[config.mk]
export PLATFORM = sky130hd
export DESIGN_NAME = branch_resolver
export DESIGN_NICKNAME = d
export VERILOG_FILES = /design/src/rtl/branch_resolver.sv
export SDC_FILE = /design/constraint.sdc
export NUM_CORES = 1
export LEC_CHECK = 0
export ABC_AREA = 1
export BUFFER_PORTS_ARGS = -buffer_cell sky130_fd_sc_hd__buf_2
export CORE_ASPECT_RATIO = 0.5
export CORE_UTILIZATION = 55
export CTS_CLUSTER_SIZE = 16
export DETAILED_ROUTE_END_ITERATION = 6
export MAX_ROUTING_LAYER = met4
export PLACE_DENSITY = 0.81
export SLEW_MARGIN = 20
export SYNTH_ARGS = -nofsm -noshare
export SYNTH_HDL_FRONTEND = slang
export SYNTH_SLANG_ARGS = --single-unit
export TNS_END_PERCENT = 5
[constraint.sdc]
create_clock -name clk -period 3.9 [get_ports clk]
set_clock_uncertainty 0.2 [all_clocks]
set_input_delay 0.585 -clock clk [delete_from_list [all_inputs] [get_ports clk]]
set_output_delay 0.585 -clock clk [all_outputs]
set_load 0.01 [all_outputs]
[src/rtl/branch_resolver.sv]
// branch_resolver: branch-outcome resolution, 2-bit saturating direction
// table with a one-cycle fetch query port, mispredict/illegal-funct3 pulses
// and saturating statistics counters.
module branch_resolver #(
   parameter int unsigned IDX_BITS = 4,
   parameter int unsigned CNT_W    = 32
) (
   input  logic             clk,
   input  logic             rst,
   input  logic             valid,
   input  logic             is_branch,
   input  logic [2:0]       funct3,
   input  logic [31:0]      pc,
   input  logic             pred_in,
   input  logic             BrEq,
   input  logic             BrLT,
   output logic             BrUn,
   output logic             taken,
   input  logic             q_valid,
   input  logic [31:0]      q_pc,
   output logic             pred_valid,
   output logic             pred_taken,
   output logic             mispredict,
   output logic             illegal_f3,
   output logic [CNT_W-1:0] br_count,
   output logic [CNT_W-1:0] mis_count
);

   localparam int unsigned ENTRIES = 1 << IDX_BITS;

   logic [1:0]          r_tbl [ENTRIES];
   logic                r_pred_valid;
   logic                r_pred_taken;
   logic                r_mispredict;
   logic                r_illegal_f3;
   logic [CNT_W-1:0]    r_br_count;
   logic [CNT_W-1:0]    r_mis_count;

   logic                w_res;
   logic                w_legal;
   logic                w_upd;
   logic                w_cond;
   logic                w_mis_evt;
   logic [IDX_BITS-1:0] w_upd_idx;
   logic [IDX_BITS-1:0] w_q_idx;
   logic [1:0]          w_cur;
   logic [1:0]          w_next;
   logic [1:0]          w_q_entry;
   logic                w_unused;

   // Unsigned select comes straight from funct3, independent of valid
   assign BrUn      = funct3[1];

   assign w_res     = valid & is_branch;
   assign w_legal   = (funct3[2:1] != 2'b01);
   assign w_upd     = w_res & w_legal;
   assign taken     = w_upd & w_cond;
   assign w_mis_evt = w_upd & (w_cond != pred_in);

   assign w_upd_idx = pc[IDX_BITS+1:2];
   assign w_q_idx   = q_pc[IDX_BITS+1:2];
   assign w_cur     = r_tbl[w_upd_idx];

   // Bits outside the index field carry no information (no tags)
   assign w_unused  = ^{pc[31:IDX_BITS+2], pc[1:0], q_pc[31:IDX_BITS+2], q_pc[1:0]};

   // Branch condition decode from comparator flags
   always_comb begin
      w_cond = 1'b0;
      case (funct3)
         3'b000:         w_cond = BrEq;
         3'b001:         w_cond = ~BrEq;
         3'b100, 3'b110: w_cond = BrLT;
         3'b101, 3'b111: w_cond = ~BrLT;
         default:        w_cond = 1'b0;
      endcase
   end

   // Saturating step of the resolving entry
   always_comb begin
      w_next = w_cur;
      if (w_cond) begin
         if (w_cur != 2'b11) w_next = w_cur + 2'd1;
      end else begin
         if (w_cur != 2'b00) w_next = w_cur - 2'd1;
      end
   end

   // Query sees the same-cycle update when indices collide (write-first)
   always_comb begin
      w_q_entry = r_tbl[w_q_idx];
      if (w_upd && (w_q_idx == w_upd_idx)) w_q_entry = w_next;
   end

   // Direction table; every entry resets to weakly not taken
   always_ff @(posedge clk or posedge rst) begin
      if (rst) begin
         for (int i = 0; i < ENTRIES; i++) r_tbl[i] <= 2'b01;
      end else if (w_upd) begin
         r_tbl[w_upd_idx] <= w_next;
      end
   end

   // Registered query response and event pulses
   always_ff @(posedge clk or posedge rst) begin
      if (rst) begin
         r_pred_valid <= 1'b0;
         r_pred_taken <= 1'b0;
         r_mispredict <= 1'b0;
         r_illegal_f3 <= 1'b0;
      end else begin
         r_pred_valid <= q_valid;
         r_pred_taken <= q_valid & w_q_entry[1];
         r_mispredict <= w_mis_evt;
         r_illegal_f3 <= w_res & ~w_legal;
      end
   end

   // Saturating statistics counters
   always_ff @(posedge clk or posedge rst) begin
      if (rst) begin
         r_br_count  <= '0;
         r_mis_count <= '0;
      end else begin
         if (w_upd && !(&r_br_count))      r_br_count  <= r_br_count + CNT_W'(1);
         if (w_mis_evt && !(&r_mis_count)) r_mis_count <= r_mis_count + CNT_W'(1);
      end
   end

   assign pred_valid = r_pred_valid;
   assign pred_taken = r_pred_taken;
   assign mispredict = r_mispredict;
   assign illegal_f3 = r_illegal_f3;
   assign br_count   = r_br_count;
   assign mis_count  = r_mis_count;

endmodule

# ---- After elaboration in Yosys (flattened, before gate mapping)
# Cells that the tools add are included.
dict set report totals {
  regBits 100
  rom_bits 0
  word_cells 75
  out_inout_bits 70
  latch_bits 0
  memories 0
  ramBits 0
}
dict set report classes {
  reduce_logical 12
  eq_ne 9
  n_lt_le_gt_ge 3
  div 0
  shifts 0
  bitwise_logic 11
  addsub 4
  mux 14
  multipliers 0
}
# cell n
set op_table {}
lappend op_table {{32-bit by 1-bit adder with 32-bit output, second input constant} 2}
lappend op_table {{32-bit AND reduction} 2}
lappend op_table {{32-bit bitwise mux} 1}
lappend op_table {{2-bit two-way mux} 9}
lappend op_table {{2-bit binary-select mux with 4-bit select} 2}
lappend op_table {{3-bit equality test, second input constant} 4}
lappend op_table {{5-bit >= comparator, second input constant} 2}
lappend op_table {{4-bit inverter with 5-bit output} 2}
lappend op_table {{2-bit demux with 4-bit select} 1}
lappend op_table {{1-bit bitwise AND} 6}
lappend op_table {{5-bit by 1-bit < comparator with 1-bit output, second input constant} 1}
lappend op_table {{4-bit equality test} 1}
lappend op_table {{1-bit logical AND} 4}
lappend op_table {{1-bit case mux with 4 select lines} 1}
lappend op_table {{2-bit OR reduction} 2}
lappend op_table {{3-bit by 1-bit equality test with 1-bit output, second input constant} 1}
lappend op_table {{3-bit zero test} 1}
lappend op_table {{1-bit inverter} 3}
lappend op_table {{2-bit by 1-bit adder with 2-bit output, second input constant} 1}
lappend op_table {{1-bit zero test} 2}
lappend op_table {{2-bit by 1-bit != test with 1-bit output, second input constant} 1}
lappend op_table {{2-bit != test, second input constant} 1}
lappend op_table {{2-bit nonzero test} 1}
lappend op_table {{2-bit by 1-bit subtractor with 2-bit output, second input constant} 1}
lappend op_table {{1-bit != test} 1}

# ---- Logic depth before layout (Yosys ltp)
# Gate-level depths: netlist of the first run.
dict set report depth {
  depth_word 9
  ltp_mapped 13
  mapped_depth_nobuf 11
}

# ---- Least setup slack after synthesis of the first run
# No wires, ideal clock.
dict set report synth_path {
  kind {input -> register}
  start {input pc[2]}
  end {register r_pred_taken (netlist: pred_taken)}
  path_stages 13
  t_arrival_ns 1.728
  setup_time_ns 0.133
  n_path_buf 3
  required_time_ns 3.567
  setup_slack_ns 1.839
  cell_sequence {buf_4 > buf_6 > nand2_1 > nand2_1 > nand2_1 > nand2_1 > nand2_1 > nand2_1 > o21ai_1 > nand2_1 > nand2_2 > buf_6 > a21oi_2}
}
dict set report synth_between {
  elab_chain_len 9
  elab_cells_between_ends 15
  classes_between {add/sub: 2; eq/ne: 2; mux: 7; bitwise: 2; reduce/logical: 2}
}
# element line_no
set synth_rtl {}
lappend synth_rtl {{start, declared} 13} ;# input logic [31:0] pc,
lappend synth_rtl {{4-bit inverter with 5-bit output (implied by the code)} 62} ;# assign w_cur = r_tbl[w_upd_idx];
lappend synth_rtl {{2-bit binary-select mux with 4-bit select} 62}
lappend synth_rtl {{2-bit two-way mux (implied by the code) (2 in series)} 62}
lappend synth_rtl {{2-bit by 1-bit subtractor with 2-bit output, or another cell as far along} 85} ;# if (w_cur != 2'b00) w_next = w_cur - 2'd1;
lappend synth_rtl {{2-bit two-way mux, on equally long branches} {85, 83}}
lappend synth_rtl {{2-bit two-way mux} 82} ;# if (w_cond) begin
lappend synth_rtl {{2-bit two-way mux *} 92} ;# if (w_upd && (w_q_idx == w_upd_idx)) w_q_entry = w_next;
lappend synth_rtl {{1-bit bitwise AND *} 113} ;# r_pred_taken <= q_valid & w_q_entry[1];
lappend synth_rtl {{end signal, assigned} 113}
lappend synth_rtl {{end, declared} 33} ;# logic r_pred_taken;
# Every way passes the cells marked *; elsewhere a longest branch is shown, timed or not. The select of a mux whose other input is x is not followed.
# A chain may end at the register's enable or synchronous reset.

# ---- Final worst setup path of the first run
dict set report layout_path {
  start {register r_br_count[0] (netlist: br_count[0])}
  end {register r_br_count[13] (netlist: br_count[13])}
}
dict set report layout_between {
  elab_chain_len 3
  elab_cells_between_ends 4
  classes_between {add/sub: 1; reduce/logical: 3}
}
# element line_no
set layout_rtl {}
lappend layout_rtl {{start, declared} 36} ;# logic [CNT_W-1:0] r_br_count;
lappend layout_rtl {{start signal, assigned} 125} ;# if (w_upd && !(&r_br_count)) r_br_count <= r_br_count + CNT_W'(1);
lappend layout_rtl {{branches (longest 3 deep; another with 32-bit by 1-bit adder with 32-bit output)} --}
# Several ways; the timed one is not identified.

==> metrics.yaml, run 1 <==
status:
  status: "finished, violations left"
  violations: "design-rule violations"
route:
  drt_pass1_iterations: 7
  vias: 5838
  routed_wl_um: 15000
  drtIter0Drc: 413
  wire_per_inst_um: 13.5
  drcViolationCount: 8
  vias_per_cell: 5.29
  ant_nets: 0
floorplanning:
  initial_core_util_pct: 58.5
  die_h_um: 77.0
  num_io_pins: 145
  std_cell_rows: 26
  core_mm2: 0.0106
  dieArea_mm2: 0.0117
  dieWidth_um: 152
critical_path:
  start_kind: "register"
  path_buf_inv: 2
  worstSetupEndpointType: "register"
  crit_path_max_fanout: 23
  path_class: "reg -> reg"
  path_common_cell: "nand2_1"
  critPathArrivalTime_ns: 2.61
  path_delay_family: "simple AND/OR/NAND/NOR gates"
  worstPathCellList: "ha_1 -> inv_1 -> nor2_1 -> nand2_1 -> nor2_4 -> a21oi_2 -> buf_4 -> nand2_1 -> nand2_1 -> nand2_1"
  critPathMaxStageDelay_ns: 0.49
  cp.required_ns: 3.94
  crit_slowest_cell: "a21oi_2"
timing:
  max_freq_mhz: 389
  min_period_ns: 2.57
  hold_viol: 0
  finalMaxSlewViolations: 0
  fin_tns_setup_ns: 0
  finalSetupViolCount: 0
  hold_ws_ns: 0.159
  finalCritPeriodShare_pct: 65.9
  relSlewSlack_pct: 43.7
  worst_slew_pin_slew_ns: 0.844
  rsz0062_at_grt: "false"
pwr:
  power.leakage_nw: 3.40
  p_per_area_mw_per_mm2: 399
  peakVddDrop_v: 0.000347
  comb_power_share_pct: 17.2
  clock_power_share_pct: 37.2
  p_int_w: 0.00198
  pwr-share-seq_pct: 45.5
  switching_share_pct: 29.2
  switchingPower_w: 0.000818
logic_synthesis:
  synth.area.top_cells: "dfrtp_1, nand2_1, dfstp_2"
  synth_top_cell_area_share_pct: 34.0
  synth-seq-cells: 100
  yosysSeqAreaShare_pct: 40.8
  synth_warnings: 0
  syn_inst: 876
  avgSynthCellArea_um2: 7.06
  synth_area_mm2: 0.00618
  yosys.area.top_type: "dfrtp_1"
  synth_cell_type_count: 33
  syn_nets: 953
clock_tree:
  h-tree-depth: 3
  clkTransAtPathRegs_ns: 0.07
  postCtsSetupBuffers: 0
  cts_hold_buf: 0
  cts_resized: 0
  cts_tree: "built"
  clock-sinks: 100
  clk_latency_ns: 0.35
  cts_root_buf: "clkbuf_16"
  numCtsBuffers: 9
  clock_path_buffers: 2
min_path:
  hold_path_class: "in -> reg"
global_route:
  grt_pass1_vias: 5425
  grt_use_total_pct: 27.4
  grt_pass1_wl_um: 25200
  grt_max_degree: 69
  antenna_found_initial: 0
  grt_overflow: 0
final_layout:
  nNetsFinal: 1036
  drive_above_1_share_pct: 16.9
  syn_to_final_growth_pct: 13.5
  antenna_cells: 0
placed_design:
  place_congestion: 0.960
  place_hpwl_um: 10900
  port_buffers: 88
job:
  max_cap_viol_count: 0
kinds of logic (layout without fill, tap and decap cells):
| logic type | Yosys count | after routing | share of synthesized area, % |
|---|---|---|---|
| AND/OR/NAND/NOR | 562 | 562 | 38.6 |
| buffers and inverters | 109 | 197 | 8.05 |
| flip-flops | 100 | 100 | 40.8 |
| AO/OA/AOI/OAI | 58 | 58 | 5.75 |
| XOR/XNOR | 45 | 45 | 6.38 |
| adder cells (fa/ha/maj) | 2 | 2 | 0.405 |
metal layers:
layer / track usage, % / vias up / wire length, um
li1: - / 2912 / -
met1: 34.1 / 2690 / 6640
met2: 45.5 / 201 / 7110
met3: 4.86 / 35 / 901
met4: 9.59 / 0 / 306
met5: - / - / 0
final cells by class:
class                      count  area, um^2
clock buffer                  10         239
clock inverter                 6         111
fill                         945        3560
inverter                      89         337
multi-input combinational    667        3160
sequential                   100        2520
tap                          140         175
timing repair buffer          92         470
through the flow:
stage	cell area, um^2	total power (W)	cells	setup WS, ns	utilization, %
after CTS	7020	0.00281	1104	1.35	66.4
final	7020	0.00280	1104	1.33	66.4
after floorplan	6180	0.00160	876	0.523	-
after global routing	7020	0.00293	1104	1.14	66.4
after global placement	6670	0.00175	1088	1.19	63.1
after detailed placement	6670	0.00177	1088	1.14	63.1
state kept, by name, indices dropped and copies added, names as in the netlist:
register	cells
pred_valid	1
br_count	32
illegal_f3	1
mis_count	32
pred_taken	1
r_tbl	32
mispredict	1
power by group through the flow:
| stage | clock network, W | registers, W | logic [W] |
|---|---|---|---|
| 2_1_floorplan | 0 | 0.00131 | 0.000299 |
| 5_1_grt | 0.00109 | 0.00129 | 0.000544 |
| 3_3_place_gp | 0 | 0.00129 | 0.000465 |
| 3_5_place_dp | 0 | 0.00129 | 0.000483 |
| 4_1_cts | 0.00106 | 0.00127 | 0.000485 |
| 6_report | 0.00104 | 0.00127 | 0.000481 |
path summary, 6_finish.rpt:
path | start | end | slack [ns] | depth (start not counted)
setup / recovery | br_count[0]$_DFFE_PP0P_ | br_count[13]$_DFFE_PP0P_ | 1.33 | 10
min in group asynchronous | rst | mis_count[6]$_DFFE_PP0P_ | 0.20 | 2
setup reg to reg | br_count[0]$_DFFE_PP0P_ | br_count[13]$_DFFE_PP0P_ | 1.33 | 10
hold reg to reg | r_tbl[10]$_DFFE_PP1P_ | r_tbl[10]$_DFFE_PP1P_ | 0.27 | 2
hold / removal | q_valid | pred_valid$_DFF_PP0_ | 0.16 | 1
max in group asynchronous | rst | r_tbl[10]$_DFFE_PP1P_ | 2.44 | 3
cells in the mapped netlist (all sizes together):
cell    number
o21ai       51
nor2        81
nor4         3
o211ai       2
nand3b       5
dfstp       16
nand2      365
a21oi        5
nor3b        2
inv         89
buf         19
nand4       16
nand3       57
ha           2
clkbuf       1
dfrtp       84
nor3        33
xor2        33
xnor2       12
cell usage in the layout (no fill, tap or decap), types with 3 or more instances in the layout:
cell       instances
bufinv_16          3
nand3b_1           5
dfrtp_1           84
xor2_1            33
nor2_1            75
buf_2             88
nand2_1          357
o21ai_2           13
nor3_1            30
a21oi_2            3
clkbuf_16          9
xnor2_1           12
o21ai_1           10
nor2_4             3
nor2_2             3
inv_2              3
nand4_1           16
nand2_2            6
nand3_1           55
o21ai_0           28
nor4_1             3
dfstp_2           16
inv_1             85
buf_4              4
No activity file was read; power rests on OpenSTA's default activity.
==> run 2: changes to the inputs <==
--- a/config.mk
+++ b/config.mk
@@ -5,14 +5,14 @@
 export SDC_FILE = /design/constraint.sdc
 export NUM_CORES = 1
 export LEC_CHECK = 0
-export ABC_AREA = 1
+export ABC_AREA = 0
 export BUFFER_PORTS_ARGS = -buffer_cell sky130_fd_sc_hd__buf_2
 export CORE_ASPECT_RATIO = 0.5
-export CORE_UTILIZATION = 55
+export CORE_UTILIZATION = 47
 export CTS_CLUSTER_SIZE = 16
 export DETAILED_ROUTE_END_ITERATION = 6
 export MAX_ROUTING_LAYER = met4
-export PLACE_DENSITY = 0.81
+export PLACE_DENSITY = 0.76
 export SLEW_MARGIN = 20
 export SYNTH_ARGS = -nofsm -noshare
 export SYNTH_HDL_FRONTEND = slang
==> constraint.sdc (replaced) <==
create_clock -name clk -period 2.29 [get_ports clk]
set_clock_uncertainty 0.2 [all_clocks]
set_input_delay 0.3435 -clock clk [delete_from_list [all_inputs] [get_ports clk]]
set_output_delay 0.3435 -clock clk [all_outputs]
set_load 0.01 [all_outputs]
==> metrics.yaml, run 2 <==
status:
  status: "finished clean"
pwr:
  switching_share_pct: 27.1
  power.total_w: 0.00496
  p_int_w: 0.00361
  comb_power_share_pct: 19.8
  pwr-share-seq_pct: 45.6
  clock_power_share_pct: 34.6
  switchingPower_w: 0.00134
  power.leakage_nw: 2.94
  peakVddDrop_v: 0.000522
  p_per_area_mw_per_mm2: 792
logic_synthesis:
  synth_cell_type_count: 43
  syn_nets: 540
  ys.flop_type: "dfrtp_1"
  synth_area_mm2: 0.00500
  synth-seq-cells: 100
  synth_top_cell_area_share_pct: 42.0
  ys_top_cells_by_count: "dfrtp_1, nor2_1, nand3_1, xnor2_1, a21oi_1"
  avgSynthCellArea_um2: 10.8
  synth.area.top_cells: "dfrtp_1, dfstp_2, xnor2_1"
  yosysSeqAreaShare_pct: 50.5
  yosys.area.top_type: "dfrtp_1"
  synth_warnings: 0
  synth.most_common_cell: "dfrtp_1"
  synth-edff-count: 0
  syn_inst: 463
  async_reset_ff_share_pct: 100
global_route:
  grt_pass1_wl_um: 18600
  grt_use_total_pct: 22.5
  grt_pass1_vias: 3716
  grt_max_degree: 49
  grt_overflow: 0
  antenna_found_initial: 1
route:
  wire_per_inst_um: 15.1
  drtIter0Drc: 207
  drcViolationCount: 0
  vias: 3946
  ant_nets: 0
  drt_pass1_iterations: 5
  routed_wl_um: 11200
  vias_per_cell: 5.34
floorplanning:
  core_mm2: 0.0103
  num_io_pins: 145
  dieArea_mm2: 0.0111
  initial_core_util_pct: 48.6
  std_cell_rows: 26
  dieWidth_um: 148
  die_h_um: 74.9
timing:
  rsz0062_at_grt: "false"
  finalSetupViolCount: 0
  max_freq_mhz: 466
  finalWorstSetupSlack_ns: 0.144
  worst_slew_pin_slew_ns: 0.608
  hold_viol: 0
  hold_ws_ns: 0.0490
  relSlewSlack_pct: 59.1
  min_period_ns: 2.15
  finalMaxSlewViolations: 0
  finalCritPeriodShare_pct: 93.7
  fin_tns_setup_ns: 0
placed_design:
  place_congestion: 0.849
  pre_cts_slack_ns: -0.157
  port_buffers: 88
  place_hpwl_um: 8260
min_path:
  hold_path_class: "in -> reg"
clock_tree:
  clock-sinks: 100
  numCtsBuffers: 9
  clock_path_buffers: 2
  clkTransAtPathRegs_ns: 0.06
  clk_latency_ns: 0.34
  cts_tree: "built"
  cts_root_buf: "clkbuf_16"
  h-tree-depth: 3
final_layout:
  drive_above_1_share_pct: 33.1
  layout_common_cells: "buf_2, dfrtp_1, nor2_1, buf_4"
  layout_commonest_cell: "buf_2"
  nNetsFinal: 670
  fin_util_pct: 60.9
  syn_to_final_growth_pct: 25.2
critical_path:
  rrSetupSlack_ns: 0.14
  path_class: "reg -> reg"
  r2r-start: "br_count[28]$_DFFE_PP0P_"
  critPathArrivalTime_ns: 2.16
  crit_start: "br_count[28]$_DFFE_PP0P_"
  crit_path_max_fanout: 4
  crit_end: "br_count[29]$_DFFE_PP0P_"
  worstSetupEndpointType: "register"
  reg2reg_depth: 7
  cp.required_ns: 2.31
  r2r_end: "br_count[29]$_DFFE_PP0P_"
  start_kind: "register"
job:
  max_cap_viol_count: 0
[run 2: power by group through the flow]
stage / clock network [W] / logic (W) / registers (W)
after floorplan: 0 / 0.000577 / 0.00230
final: 0.00172 / 0.000982 / 0.00226
after detailed placement: 0 / 0.000984 / 0.00228
after global placement: 0 / 0.000955 / 0.00227
after global routing: 0.00182 / 0.00109 / 0.00229
after CTS: 0.00176 / 0.000988 / 0.00225
[run 2: cells by family (layout without fill, tap and decap cells)]
group	after synthesis	in the layout	synth area share (%)
muxes	14	14	6.08
DFF	100	100	50.5
xor gates and xnor gates	66	66	11.6
other	0	1	0
adders and majority gates	4	4	0.951
and+or+nand+nor	210	210	23.0
buffers and inverters	23	158	2.75
AOI/OAI and AO/OA	46	46	5.23
[run 2: worst max-delay path, stage by stage (launching register included)]
cell     delay, ns
dfrtp_1       0.39
and4_1        0.24
nand3_1       0.17
buf_4         0.19
nor3b_1       0.33
a211o_1       0.27
nor3_1        0.08
xor2_1        0.14
[run 2: what timing repair did]
action / in CTS / in global routing
gates resized for setup: 0 / 3
endpoints found under the hold margin: 85 / 0
buffers inserted: 0 / 0
hold buffers: 2 / 0
setup endpoints to repair: 0 / 13
[run 2: through the flow]
stage	cells	cell area, um^2
after floorplan	463	5000
after global placement	720	5890
after detailed placement	720	5890
after CTS	738	6240
after global routing	739	6260
final	739	6260
[run 2: cell type report]
cell class / instances / area [um^2]
antenna: 1 / 2.50
inverter: 6 / 26.3
sequential: 100 / 2520
clock buffer: 12 / 236
clock inverter: 4 / 98.8
tap: 140 / 175
timing repair buffer: 136 / 843
fill: 863 / 4020
multi-input combinational: 340 / 2350
[run 2: worst min path at each step]
stage,from,cells past startpoint,endpoint,slack [ns]
after floorplan,q_valid,0,pred_valid$_DFF_PP0_,0.17
after global placement,rst,3,illegal_f3$_DFF_PP0_,0.25
after detailed placement,rst,3,illegal_f3$_DFF_PP0_,0.25
after CTS,is_branch,3,illegal_f3$_DFF_PP0_,0.04
after global routing,is_branch,3,illegal_f3$_DFF_PP0_,0.05
final,is_branch,3,illegal_f3$_DFF_PP0_,0.05
[run 2: layer usage]
layer / wire (um) / GRT usage (%)
met4: 104 / 5.15
met5: 0 / -
met1: 5360 / 29.9
met2: 5190 / 35.1
met3: 518 / 5.45
==> run 3: changes to the inputs <==
--- a/config.mk
+++ b/config.mk
@@ -6,13 +6,13 @@
 export NUM_CORES = 1
 export LEC_CHECK = 0
 export ABC_AREA = 0
-export BUFFER_PORTS_ARGS = -buffer_cell sky130_fd_sc_hd__buf_2
 export CORE_ASPECT_RATIO = 0.5
-export CORE_UTILIZATION = 47
+export CORE_UTILIZATION = 55
 export CTS_CLUSTER_SIZE = 16
 export DETAILED_ROUTE_END_ITERATION = 6
+export DONT_BUFFER_PORTS = 1
 export MAX_ROUTING_LAYER = met4
-export PLACE_DENSITY = 0.76
+export PLACE_DENSITY = 0.73
 export SLEW_MARGIN = 20
 export SYNTH_ARGS = -nofsm -noshare
 export SYNTH_HDL_FRONTEND = slang
==> metrics.yaml, run 3 (synthesized netlist as in run 2, its figures left out) <==
floorplanning:
  dieArea_mm2: 0.00950
  die_h_um: 69.4
  initial_core_util_pct: 57.0
  num_io_pins: 145
  std_cell_rows: 24
  core_mm2: 0.00877
  dieWidth_um: 137
pwr:
  peakVddDrop_v: 0.000493
  p_per_area_mw_per_mm2: 831
  power.leakage_nw: 2.62
timing:
  rsz0062_at_grt: "false"
  relSlewSlack_pct: 58.2
  min_period_ns: 2.19
  finalSetupViolCount: 0
  finalCritPeriodShare_pct: 95.8
  finalWorstSetupSlack_ns: 0.0958
  hold_viol: 0
  worst_slew_pin_slew_ns: 0.622
  fin_tns_setup_ns: 0
  finalMaxSlewViolations: 0
  max_freq_mhz: 456
placed_design:
  place_hpwl_um: 7990
  place_congestion: 0.882
  port_buffers: 0
  pre_cts_slack_ns: 0.0442
min_path:
  worstHoldStart: "pc[3]"
  hold_path_class: "in -> reg"
route:
  vias_per_cell: 5.80
  drtIter0Drc: 151
  wire_per_inst_um: 17.3
  vias: 3750
  drcViolationCount: 0
  routed_wl_um: 11200
  drt_pass1_iterations: 4
  ant_nets: 0
clock_tree:
  clk_latency_ns: 0.35
  clkTransAtPathRegs_ns: 0.06
  cts_root_buf: "clkbuf_16"
  clock_path_buffers: 2
  h-tree-depth: 3
  clock-sinks: 100
  numCtsBuffers: 9
  cts_tree: "built"
critical_path:
  cp.required_ns: 2.29
  r2r_end: "r_tbl[27]$_DFFE_PP0P_"
  crit_end: "r_tbl[27]$_DFFE_PP0P_"
  crit_slowest_cell: "mux4_2"
  crit_path_max_fanout: 17
  crit_start: "r_tbl[25]$_DFFE_PP0P_"
  start_kind: "register"
  r2r-start: "r_tbl[25]$_DFFE_PP0P_"
  path_class: "reg -> reg"
  worstSetupEndpointType: "register"
  critPathMaxStageDelay_ns: 0.47
  reg2reg_depth: 5
  rrSetupSlack_ns: 0.1
  critPathArrivalTime_ns: 2.19
  worstPathCellList: "mux4_2 -> a22oi_1 -> and3_1 -> maj3_2 -> a21oi_1"
global_route:
  grt_use_total_pct: 26.0
  grt-busiest-layer: "met2"
  grt_pass1_wl_um: 18200
  antenna_found_initial: 0
  grt_max_degree: 48
  met3_usage_pct: 9.14
  grt_pass1_vias: 3706
  gr-usage-met1_pct: 31.8
  grtUsageMet2_pct: 40.6
  grt_overflow: 0
final_layout:
  regArea_mm2: 0.00252
  drive_above_1_share_pct: 23.3
  antenna_cells: 0
  fillers: 688
  nNetsFinal: 601
  layout_common_cells: "dfrtp_1, nor2_1, buf_4, nand3_1, xnor2_1"
  syn_to_final_growth_pct: 18.9
  multi_input_comb_area_mm2: 0.00235
  layout_commonest_cell: "dfrtp_1"
job:
  max_cap_viol_count: 0
status:
  status: "finished clean"
run 3: cell count changes in the layout (fill, tap and decap cells not counted), moves of 2 or more:
cell | before | now
dlygate4sd3_1 | 2 | 10
buf_4 | 43 | 55
buf_2 | 88 | 0
clkbuf_8 | 0 | 2
clkbuf_1 | 3 | 1
run 3: worst min path at each step:
stage | to | cells past startpoint
floorplan | pred_valid$_DFF_PP0_ | 0
global placement | r_tbl[11]$_DFFE_PP0P_ | 1
detailed placement | r_tbl[11]$_DFFE_PP0P_ | 1
CTS | r_tbl[31]$_DFFE_PP0P_ | 2
global route | r_tbl[22]$_DFFE_PP1P_ | 3
finish | r_tbl[22]$_DFFE_PP1P_ | 3
run 3: worst max-delay path, delay by kind of cell, from the launching register on:
kind                     cells  cell delay, ns
AND/OR/NAND/NOR              1            0.24
flip-flops                   1            0.40
multiplexers                 1            0.47
adder cells (fa/ha/maj)      1            0.43
AO/OA/AOI/OAI                2            0.31
run 3: cell type report:
class | count | share of cell area [%]
tap | 117 | 2.46
timing repair buffer | 67 | 9.30
multi-input combinational | 340 | 39.5
inverter | 6 | 0.442
sequential | 100 | 42.4
clock inverter | 4 | 1.60
clock buffer | 12 | 4.31
run 3: repair_timing:
action | 4_1_cts | 5_1_grt
hold buffers | 10 | 0
buffers inserted | 0 | 0
gates resized for setup | 0 | 2
endpoints found under the setup margin | 0 | 5
endpoints found under the hold margin | 19 | 0
run 3: through the flow:
step | total power [W] | cells | util (%) | instance area [um^2] | hold WS, ns
floorplan | 0.00288 | 463 | - | 5000 | 0.175
global placement | 0.00315 | 620 | 62.6 | 5490 | 0.0863
detailed placement | 0.00319 | 620 | 62.6 | 5490 | 0.0844
CTS | 0.00498 | 646 | 67.7 | 5940 | 0.00262
global route | 0.00518 | 646 | 67.8 | 5950 | 0.0130
finish | 0.00494 | 646 | 67.8 | 5950 | 0.0171
run 3: where the power goes:
group          total [W]  switching [W]  internal [W]
logic           0.000934       0.000492      0.000442
clock network    0.00177       0.000643       0.00113
registers        0.00224       0.000174       0.00206
total            0.00494        0.00131       0.00363
run 3: per-layer routing:
| metal | share of wire, % | wire length (um) |
|---|---|---|
| met1 | 44 | 4910 |
| met2 | 47 | 5260 |
| met3 | 8.0 | 895 |
| met4 | 1.2 | 135 |
| met5 | 0 | 0 |
